===== src/rtl/rupt_pkg.sv =====
// Shared definitions for the AGC RUPT controller: state encoding, rank/flag
// maps and default vector layout.
package rupt_pkg;

    localparam int NUM_RUPTS = 6;

    localparam logic [1:0] ST_IDLE     = 2'd0;
    localparam logic [1:0] ST_REQUEST  = 2'd1;
    localparam logic [1:0] ST_ACTIVE   = 2'd2;
    localparam logic [1:0] ST_COOLDOWN = 2'd3;

    typedef enum logic [2:0] {
        RANK_T6   = 3'd0,
        RANK_T5   = 3'd1,
        RANK_T3   = 3'd2,
        RANK_T4   = 3'd3,
        RANK_KEY1 = 3'd4,
        RANK_KEY2 = 3'd5
    } rupt_rank_e;

    localparam logic [11:0] DEF_VECTOR_BASE   = 12'o4000;
    localparam int          DEF_VECTOR_STRIDE = 4;

    // Flag bit order from memory is T3,T4,T5,T6,KEY1,KEY2; rank order is AGC priority.
    function automatic logic [2:0] flag_to_rank(input logic [2:0] flag);
        case (flag)
            3'd0:    return 3'd2;
            3'd1:    return 3'd3;
            3'd2:    return 3'd1;
            3'd3:    return 3'd0;
            3'd4:    return 3'd4;
            default: return 3'd5;
        endcase
    endfunction

    function automatic logic [2:0] rank_to_flag(input logic [2:0] rank);
        case (rank)
            3'd0:    return 3'd3;
            3'd1:    return 3'd2;
            3'd2:    return 3'd0;
            3'd3:    return 3'd1;
            3'd4:    return 3'd4;
            default: return 3'd5;
        endcase
    endfunction

    function automatic logic [11:0] rupt_vector_addr(input logic [11:0] base,
                                                     input logic [11:0] stride,
                                                     input logic [2:0]  rank);
        return base + stride * ({9'd0, rank} + 12'd1);
    endfunction

endpackage


===== src/rtl/rupt_priority.sv =====
// Combinational priority pick: lowest rank among the asserted flags wins.
module rupt_priority
    import rupt_pkg::*;
(
    input  logic [5:0] flags_i,
    output logic       valid_o,
    output rupt_rank_e rank_o,
    output logic [2:0] flag_idx_o
);

    logic [2:0] cand_rank;

    always_comb begin
        valid_o    = 1'b0;
        rank_o     = RANK_KEY2;
        flag_idx_o = 3'd5;
        cand_rank  = 3'd0;
        for (int i = 0; i < NUM_RUPTS; i++) begin
            cand_rank = flag_to_rank(3'(i));
            if (flags_i[i] && (!valid_o || (cand_rank < rank_o))) begin
                valid_o    = 1'b1;
                rank_o     = rupt_rank_e'(cand_rank);
                flag_idx_o = 3'(i);
            end
        end
    end

endmodule


===== src/rtl/rupt_controller.sv =====
// RUPT arbiter/handshake: picks the pending timer/key interrupt, offers its
// vector to the CPU, clears the flag in memory on ack and watches ISR length.
module rupt_controller
    import rupt_pkg::*;
#(
    parameter logic [11:0] VECTOR_BASE      = DEF_VECTOR_BASE,
    parameter int          VECTOR_STRIDE    = DEF_VECTOR_STRIDE,
    parameter int          RUPT_LOCK_CYCLES = 840000
) (
    input  logic        clk_i,
    input  logic        reset_ni,          // active-low, asynchronous
    input  logic [5:0]  interrupt_flags_i,
    input  logic        interrupt_enable_i,
    input  logic        cpu_boundary_i,
    input  logic        cpu_blocked_i,
    input  logic        rupt_ack_i,
    input  logic        resume_i,
    input  logic        alarm_clear_i,
    output logic        rupt_request_o,
    output logic [11:0] rupt_vector_o,
    output logic [2:0]  rupt_number_o,
    output logic [5:0]  interrupt_clear_o,
    output logic        in_isr_o,
    output logic        rupt_lock_o
);

    localparam logic [19:0] LOCK_LAST = 20'(RUPT_LOCK_CYCLES - 1);
    localparam logic [19:0] CNT_MAX   = '1;

    logic [1:0]  state_q, state_d;
    logic [2:0]  rank_q, rank_d;
    logic [2:0]  flag_q, flag_d;
    logic [11:0] vector_q, vector_d;
    logic [5:0]  clear_q, clear_d;
    logic [19:0] lock_cnt_q, lock_cnt_d;
    logic        lock_q, lock_d;

    logic        pick_valid;
    rupt_rank_e  pick_rank;
    logic [2:0]  pick_flag;
    logic        take;

    rupt_priority u_priority (
        .flags_i    (interrupt_flags_i),
        .valid_o    (pick_valid),
        .rank_o     (pick_rank),
        .flag_idx_o (pick_flag)
    );

    assign take = interrupt_enable_i & ~cpu_blocked_i & cpu_boundary_i & pick_valid;

    always_comb begin
        state_d    = state_q;
        rank_d     = rank_q;
        flag_d     = flag_q;
        vector_d   = vector_q;
        clear_d    = '0;
        lock_cnt_d = lock_cnt_q;
        lock_d     = lock_q;

        case (state_q)
            ST_IDLE: begin
                if (take) begin
                    state_d  = ST_REQUEST;
                    rank_d   = pick_rank;
                    flag_d   = pick_flag;
                    vector_d = rupt_vector_addr(VECTOR_BASE, 12'(VECTOR_STRIDE), pick_rank);
                end
            end
            ST_REQUEST: begin
                // Ack beats a same-cycle enable drop; the latched flag is cleared even if it already fell.
                if (rupt_ack_i) begin
                    state_d    = ST_ACTIVE;
                    clear_d    = 6'd1 << flag_q;
                    lock_cnt_d = '0;
                end else if (!interrupt_enable_i) begin
                    state_d = ST_IDLE;
                end
            end
            ST_ACTIVE: begin
                if (lock_cnt_q != CNT_MAX) lock_cnt_d = lock_cnt_q + 20'd1;
                if (resume_i) state_d = ST_COOLDOWN;
            end
            default: state_d = ST_IDLE;
        endcase

        if ((state_q == ST_ACTIVE) && (lock_cnt_q == LOCK_LAST)) lock_d = 1'b1;
        else if (alarm_clear_i)                                   lock_d = 1'b0;
    end

    always_ff @(posedge clk_i or negedge reset_ni) begin
        if (!reset_ni) begin
            state_q    <= ST_IDLE;
            rank_q     <= '0;
            flag_q     <= '0;
            vector_q   <= '0;
            clear_q    <= '0;
            lock_cnt_q <= '0;
            lock_q     <= 1'b0;
        end else begin
            state_q    <= state_d;
            rank_q     <= rank_d;
            flag_q     <= flag_d;
            vector_q   <= vector_d;
            clear_q    <= clear_d;
            lock_cnt_q <= lock_cnt_d;
            lock_q     <= lock_d;
        end
    end

    assign rupt_request_o    = (state_q == ST_REQUEST);
    assign in_isr_o          = (state_q == ST_ACTIVE);
    assign rupt_vector_o     = vector_q;
    assign rupt_number_o     = rank_q;
    assign interrupt_clear_o = clear_q;
    assign rupt_lock_o       = lock_q;

endmodule


===== config.mk =====
export PLATFORM = sky130hd
export DESIGN_NAME = rupt_controller
export DESIGN_NICKNAME = d
export VERILOG_FILES = /design/src/rtl/rupt_pkg.sv /design/src/rtl/rupt_priority.sv /design/src/rtl/rupt_controller.sv
export SDC_FILE = /design/constraint.sdc
export NUM_CORES = 1
export LEC_CHECK = 0
export BUFFER_PORTS_ARGS = -buffer_cell sky130_fd_sc_hd__buf_2
export CORE_MARGIN = 10
export CORE_UTILIZATION = 40
export DETAILED_ROUTE_END_ITERATION = 6
export HOLD_SLACK_MARGIN = 0.15
export PLACE_DENSITY = 0.59
export REMOVE_ABC_BUFFERS = 1
export SETUP_SLACK_MARGIN = 0.1
export SLEW_MARGIN = 40
export SYNTH_ARGS = -nofsm -noshare
export SYNTH_HDL_FRONTEND = slang
export SYNTH_HIERARCHICAL = 1
export SYNTH_SLANG_ARGS = --single-unit

===== constraint.sdc =====
create_clock -name clk_i -period 3.2 [get_ports clk_i]
set_input_delay 0.48 -clock clk_i [delete_from_list [all_inputs] [get_ports clk_i]]
set_output_delay 0.48 -clock clk_i [all_outputs]
set_load 0.05 [all_outputs]

**Yosys cells after proc, flatten, opt, wreduce, memory -nomap -nowiden**

Cells that the tools add are included.

- Register bits: 47
- Input port bits: 14
- Output and inout bits: 24
- Logic and storage cells: 81

- $add $sub $neg: 3
- Order comparisons: 5
- Equality and inequality tests: 9
- Shift-type cells: 1
- Mux-type cells: 30
- Bitwise logic cells: 4
- Reduce and logical (&&, ||, !) cells: 22

Operator list:

| kind | number |
|---|---|
| $mux W20 | 2 |
| $pmux W20 S2 | 1 |
| $mux W3 | 12 |
| $add A20 B1 Y20 const B | 1 |
| $eq A20 B20 Y1 const B | 1 |
| $ne A20 B20 Y1 const B | 1 |
| $add A12 B6 Y12 const A | 1 |
| $mux W6 | 2 |
| $mux W1 | 8 |
| $mux W2 | 4 |
| $logic_and A1 B1 Y1 | 6 |
| $lt A1 B3 Y1 const A | 2 |
| $lt A3 B3 Y1 const A | 2 |
| $ne A2 B2 Y1 const B | 3 |
| $pmux W2 S3 | 1 |
| $reduce_and A3 Y1 | 2 |
| $shl A1 B3 Y6 const A | 1 |
| $logic_not A1 Y1 | 5 |
| $logic_or A1 B1 Y1 | 5 |
| $add A3 B1 Y4 const B | 1 |
| $reduce_bool A2 Y1 | 2 |
| $and A1 B1 Y1 | 3 |
| $lt A2 B3 Y1 const A | 1 |
| $ne A3 B3 Y1 const B | 1 |
| 6 further kinds | 6 |

**Longest topological paths before layout**

- Depth after elaboration: 24
- Depth in mapped cells: 8
- Depth with buffers taken out: 6

**By module**

The synthesis kept the hierarchy.

Modules (own cells, without submodules):

| module | times used | cells each | area each (µm²) | seq. area each (µm²) |
|---|---|---|---|---|
| rupt_controller | 1 | 196 | 1959.4 | 1001.0 |
| rupt_priority | 1 | 12 | 72.6 | 0.0 |

**Worst setup path before layout**

Ideal clock, no wire load.

- Kind: register to register
- Start: register state_q[1]
- End: register lock_cnt_q[18]
- Library setup time: 0.129 ns
- Data arrival time: 1.901 ns
- Required time: 3.071 ns
- Setup slack: 1.170 ns
- Cell stages (with the launch flop): 7
- Path buffers: 1
- Period minus slack after synthesis: 2.030 ns
- Path through: dfrtp_1 nor2b_1 and2_1 clkbuf_1 nor2_1 o21ai_0 o21ai_0

- Cells in the longest elaborated chain, start to end: 3
- Elaborated cells on any way between the ends: 7
- Classes of those cells: eq/ne: 4; mux: 1; reduce/logical: 2

RTL lines:

| element | RTL line | source |
|---|---|---|
| start, declared | rupt_controller.sv:30 | `logic [1:0] state_q, state_d;` |
| start signal, assigned | rupt_controller.sv:101 | `state_q <= state_d;` |
| $eq A2 B1 Y1 (*) | n/a |  |
| net rupt_request_o | rupt_controller.sv:19 | `output logic rupt_request_o,` |
| $ne A2 B2 Y1 (no source line) or $reduce_bool A2 Y1 (tied branches) | n/a |  |
| $reduce_and A3 Y1 (no source line) | n/a |  |
| end signal, assigned | rupt_controller.sv:106 | `lock_cnt_q <= lock_cnt_d;` |
| end, declared | rupt_controller.sv:35 | `logic [19:0] lock_cnt_q, lock_cnt_d;` |

The timed path passes the listed nets; every way through them passes the cells marked *.
A chain may end at the register's enable or synchronous reset.

**Final worst setup path**

- Start: register lock_cnt_q[0]
- End: register lock_cnt_q[17]

- Cells in the longest elaborated chain, start to end: 3
- Elaborated cells on any way between the ends: 6
- Classes of those cells: add/sub: 1; eq/ne: 2; mux: 2; reduce/logical: 1

RTL lines:

| element | RTL line | source |
|---|---|---|
| $add A20 B1 Y20 or $ne A20 B20 Y1 (tied branches) | rupt_controller.sv:81 | `if (lock_cnt_q != CNT_MAX) lock_cnt_d = lock_cnt_q + 20'd1;` |
| $mux W20 or $ne A2 B1 Y1 (tied branches) | n/a |  |
| $pmux W20 S2 or $reduce_and A3 Y1 (tied branches) | n/a |  |

Several ways; a longest one is shown, not always the timed one. The select of a mux whose other input is x is not followed.

==> results summary <==
The required time of the critical path is 3.42 ns. In the post-route analysis, the smallest setup slack over all paths is 1.03 ns. After legalization and detailed placement, the total HPWL measured 3190 um. Relative to the synthesized area, the layout overhead comes to 12.2%. The relative max-transition margin came out at 0.603. The maximum clock skew at final layout is 0.00238 ns.

The biggest fanout along the worst timing path is 15. The overall die width is 91.3 um. The net count reported at finish is 252.

The post-synthesis instance area is 2030 um^2. After clock tree synthesis, the flow added hold-fix buffers numbering 0. The detailed router finished its first iteration with 108 violations.

The final instance area came out at 2280 um^2. The starting density of the core is 0.422. The final routed DRC violation total is 0. The total routing usage reported by global routing came out at 0.110. The number of setup violations in the final report came out at 0. The share of synthesized area occupied by flip-flops and latches is 0.493. At the pin with the least slew margin, the transition time is 0.594 ns. The nature of the critical path startpoint is a flop. The worst min-delay path category is in2async. Entering global routing, the biggest net connects 41 pins. The total overflow left after global routing is 0. In the final routed layout, each cell accounts on average for 14.8 um.

The average via count per standard cell is 5.36. The global-route wire length before repair came out at 7730 um. The type of the worst setup path is reg2reg. STA classifies the critical path endpoint as a flop. The area of the core is 4820 um^2. In the finished design, the share of the clock period the worst path needs comes to 0.677. Static timing analysis puts the maximum clock frequency at 462 MHz. The number of diodes added for antenna fixing is 0. The count of standard-cell rows is 25. Sorting the synthesized cells by how often they occur yields dfrtp_1, nand2_1, nand3_1, o21ai_0, a21oi_1. The top-level port count is 38. The largest voltage drop on the vdd net came out at 0.360 mV. The synthesis warning total came out at 6. The final count of hold timing violations is 0. The cell at the root of the clock tree is clkbuf_8. Yosys attributes the largest share of cell area to dfrtp_1, nand3_1, nand2_1.

The smallest clock period supported by the final layout is computed as 2.17 ns. After clock tree synthesis, the setup repair step added 0 buffers. The number of antenna-violating nets in the routed design is 0.

The number of buffers added by the clock tree synthesis step came out at 5. No sink is reached through more buffers than the 2 on the longest clock path. Setup repair after global routing left no endpoint under its margin. The flow ran to the end, and the final reports show no timing, DRC or antenna violations.

The proportion of netlist area held by the largest area contributor is 0.493. The number of global-route vias before repair is 1617. The cell type contributing the most total cell area after synthesis is dfrtp_1. TritonCTS built the clock tree. Adding up every negative setup slack in the final design gives 0 ns. The number of antenna violations at the first check in global routing came out at 0. The mean cell area of the mapped netlist came out at 9.77 um^2. Routability-driven placement finished with a final weighted congestion of 0.796.

The number of max-slew violations in the final report is 0. The post-placement setup slack came out at 0.923 ns. Counting every sink on the clock net gives 40. The register clock-pin slew on the reported worst setup and hold paths came out at 0.08 ns. Clock latency on the worst-skew pair, taken at its later pin, is 0.29 ns.

After synthesis, the share of flip-flops with an asynchronous set or reset is 1.00. The total placed instance area is 2200 um^2. The count of instances resized after the clock tree is built came out at 0.

Summed over all layers, the routed wires come to 4490 um. The fraction of final layout cells sized beyond drive strength 1 came out at 0.212. The utilization after layout is 0.473. For the worst setup path, the data arrival time is 2.38 ns. The number of cells in the finished layout apart from fillers is 303. The H-tree depth came out at 2.

In this run the tool buffered the top-level ports with 30 buffer cells. The post-synthesis sequential element count came out at 40. The number of distinct standard cells referenced by the synthesized netlist is 40. In this run the static leakage power is 1.06 nW. Among all cell types in the netlist, the one instantiated most often is dfrtp_1. The number of cells produced by synthesis came out at 208. The dominant register cell in the synthesized netlist is dfrtp_1. The number of flops mapped to enable cells by yosys came out at 0. The number of iterations in the first detailed-routing pass came out at 4.

The total instance count after detailed placement came out at 296. The overall via count from detail_route is 1625. From bottom edge to top edge, the die measures 91.3 um. The max-capacitance violation count came out at 0. The floorplan step defined a die boundary enclosing 8330 um^2. The power per standard cell area is 730 nW/um^2.
==> flip-flops by register name, summed over array words and instances, names as in the netlist <==
register and flops:
rupt_number_o 3, interrupt_clear_o 6, rupt_vector_o 5, flag_q 3, state_q 2, rupt_lock_o 1
lock_cnt_q 20
==> stage by stage <==
step	power [W]	hold WS [ns]
5_1_grt	0.00178	0.199
2_1_floorplan	0.00117	0.184
3_3_place_gp	0.00135	0.453
4_1_cts	0.00168	0.176
6_report	0.00166	0.151
3_5_place_dp	0.00135	0.453
==> path summary, 6_finish.rpt <==
| check | slack, ns | from | cells after the start | endpoint |
|---|---|---|---|---|
| setup / recovery | 1.03 | lock_cnt_q[0] | 6 | lock_cnt_q[17] |
| min in group clk_i | 0.37 | alarm_clear_i | 2 | rupt_lock_o |
| setup reg to reg | 1.03 | lock_cnt_q[0] | 6 | lock_cnt_q[17] |
| hold reg to reg | 0.47 | rupt_vector_o[11] | 1 | rupt_vector_o[11] |
| max in group asynchronous | 2.70 | reset_ni | 1 | lock_cnt_q[18] |
| hold / removal | 0.15 | reset_ni | 1 | lock_cnt_q[4] |
==> critical path, stage by stage (launching register included) <==
cell     delay [ns]
dfrtp_1        0.43
ha_1           0.28
and4_4         0.18
and3_4         0.20
a21o_1         0.32
or4_1          0.52
a21oi_1        0.15
==> metal layers <==
metal | global-route usage | vias to the layer above | share of wire | routed length, um
met5 | 0 | - | 0 | 0
met4 | 0.0352 | 0 | 0.016 | 70
met3 | 0.0395 | 11 | 0.062 | 279
met2 | 0.171 | 45 | 0.44 | 1980
met1 | 0.139 | 773 | 0.48 | 2160
li1 | - | 796 | - | -
==> kinds of logic after synthesis <==
family          synth area share
buf+inv                   0.0567
mux                       0.0585
other cells              0.00185
fa+ha+maj                 0.0123
compound gates             0.101
xor+xnor                 0.00862
simple gates               0.268
flops                      0.493
==> power by group <==
group / internal, W / leakage [nW] / switching (W)
Clock: 0.000148 / 0.0400 / 0.000176
Combinational: 0.000168 / 0.484 / 0.000405
Sequential: 0.000628 / 0.532 / 0.000139
Total: 0.000944 / 1.06 / 0.000720
==> layout make-up <==
type | instances | area, um^2
clock buffers | 5 | 68.8
clock inverters | 2 | 12.5
fillers | 490 | 2540
inverters | 4 | 15.0
multi-input cells | 154 | 938
repair buffers | 31 | 160
well taps | 67 | 83.8
flip-flops and latches | 40 | 1000
==> cell usage in the layout, fill, tap and decap left out, types with 3 or more instances in the layout <==
master     n
nand3_1   17
conb_1     7
o21ai_0   12
mux2_2     7
nor3_1     4
or3_1      6
clkbuf_8   5
a31oi_1    6
nand2_1   22
mux2i_1    4
o31ai_1    4
nand2b_1   4
a21oi_1   11
inv_1      4
buf_2     29
and3_1     3
dfrtp_1   40
nor2_1     9
nand4_1    8
nor4b_1    4
(Power assumes the default switching activity.)
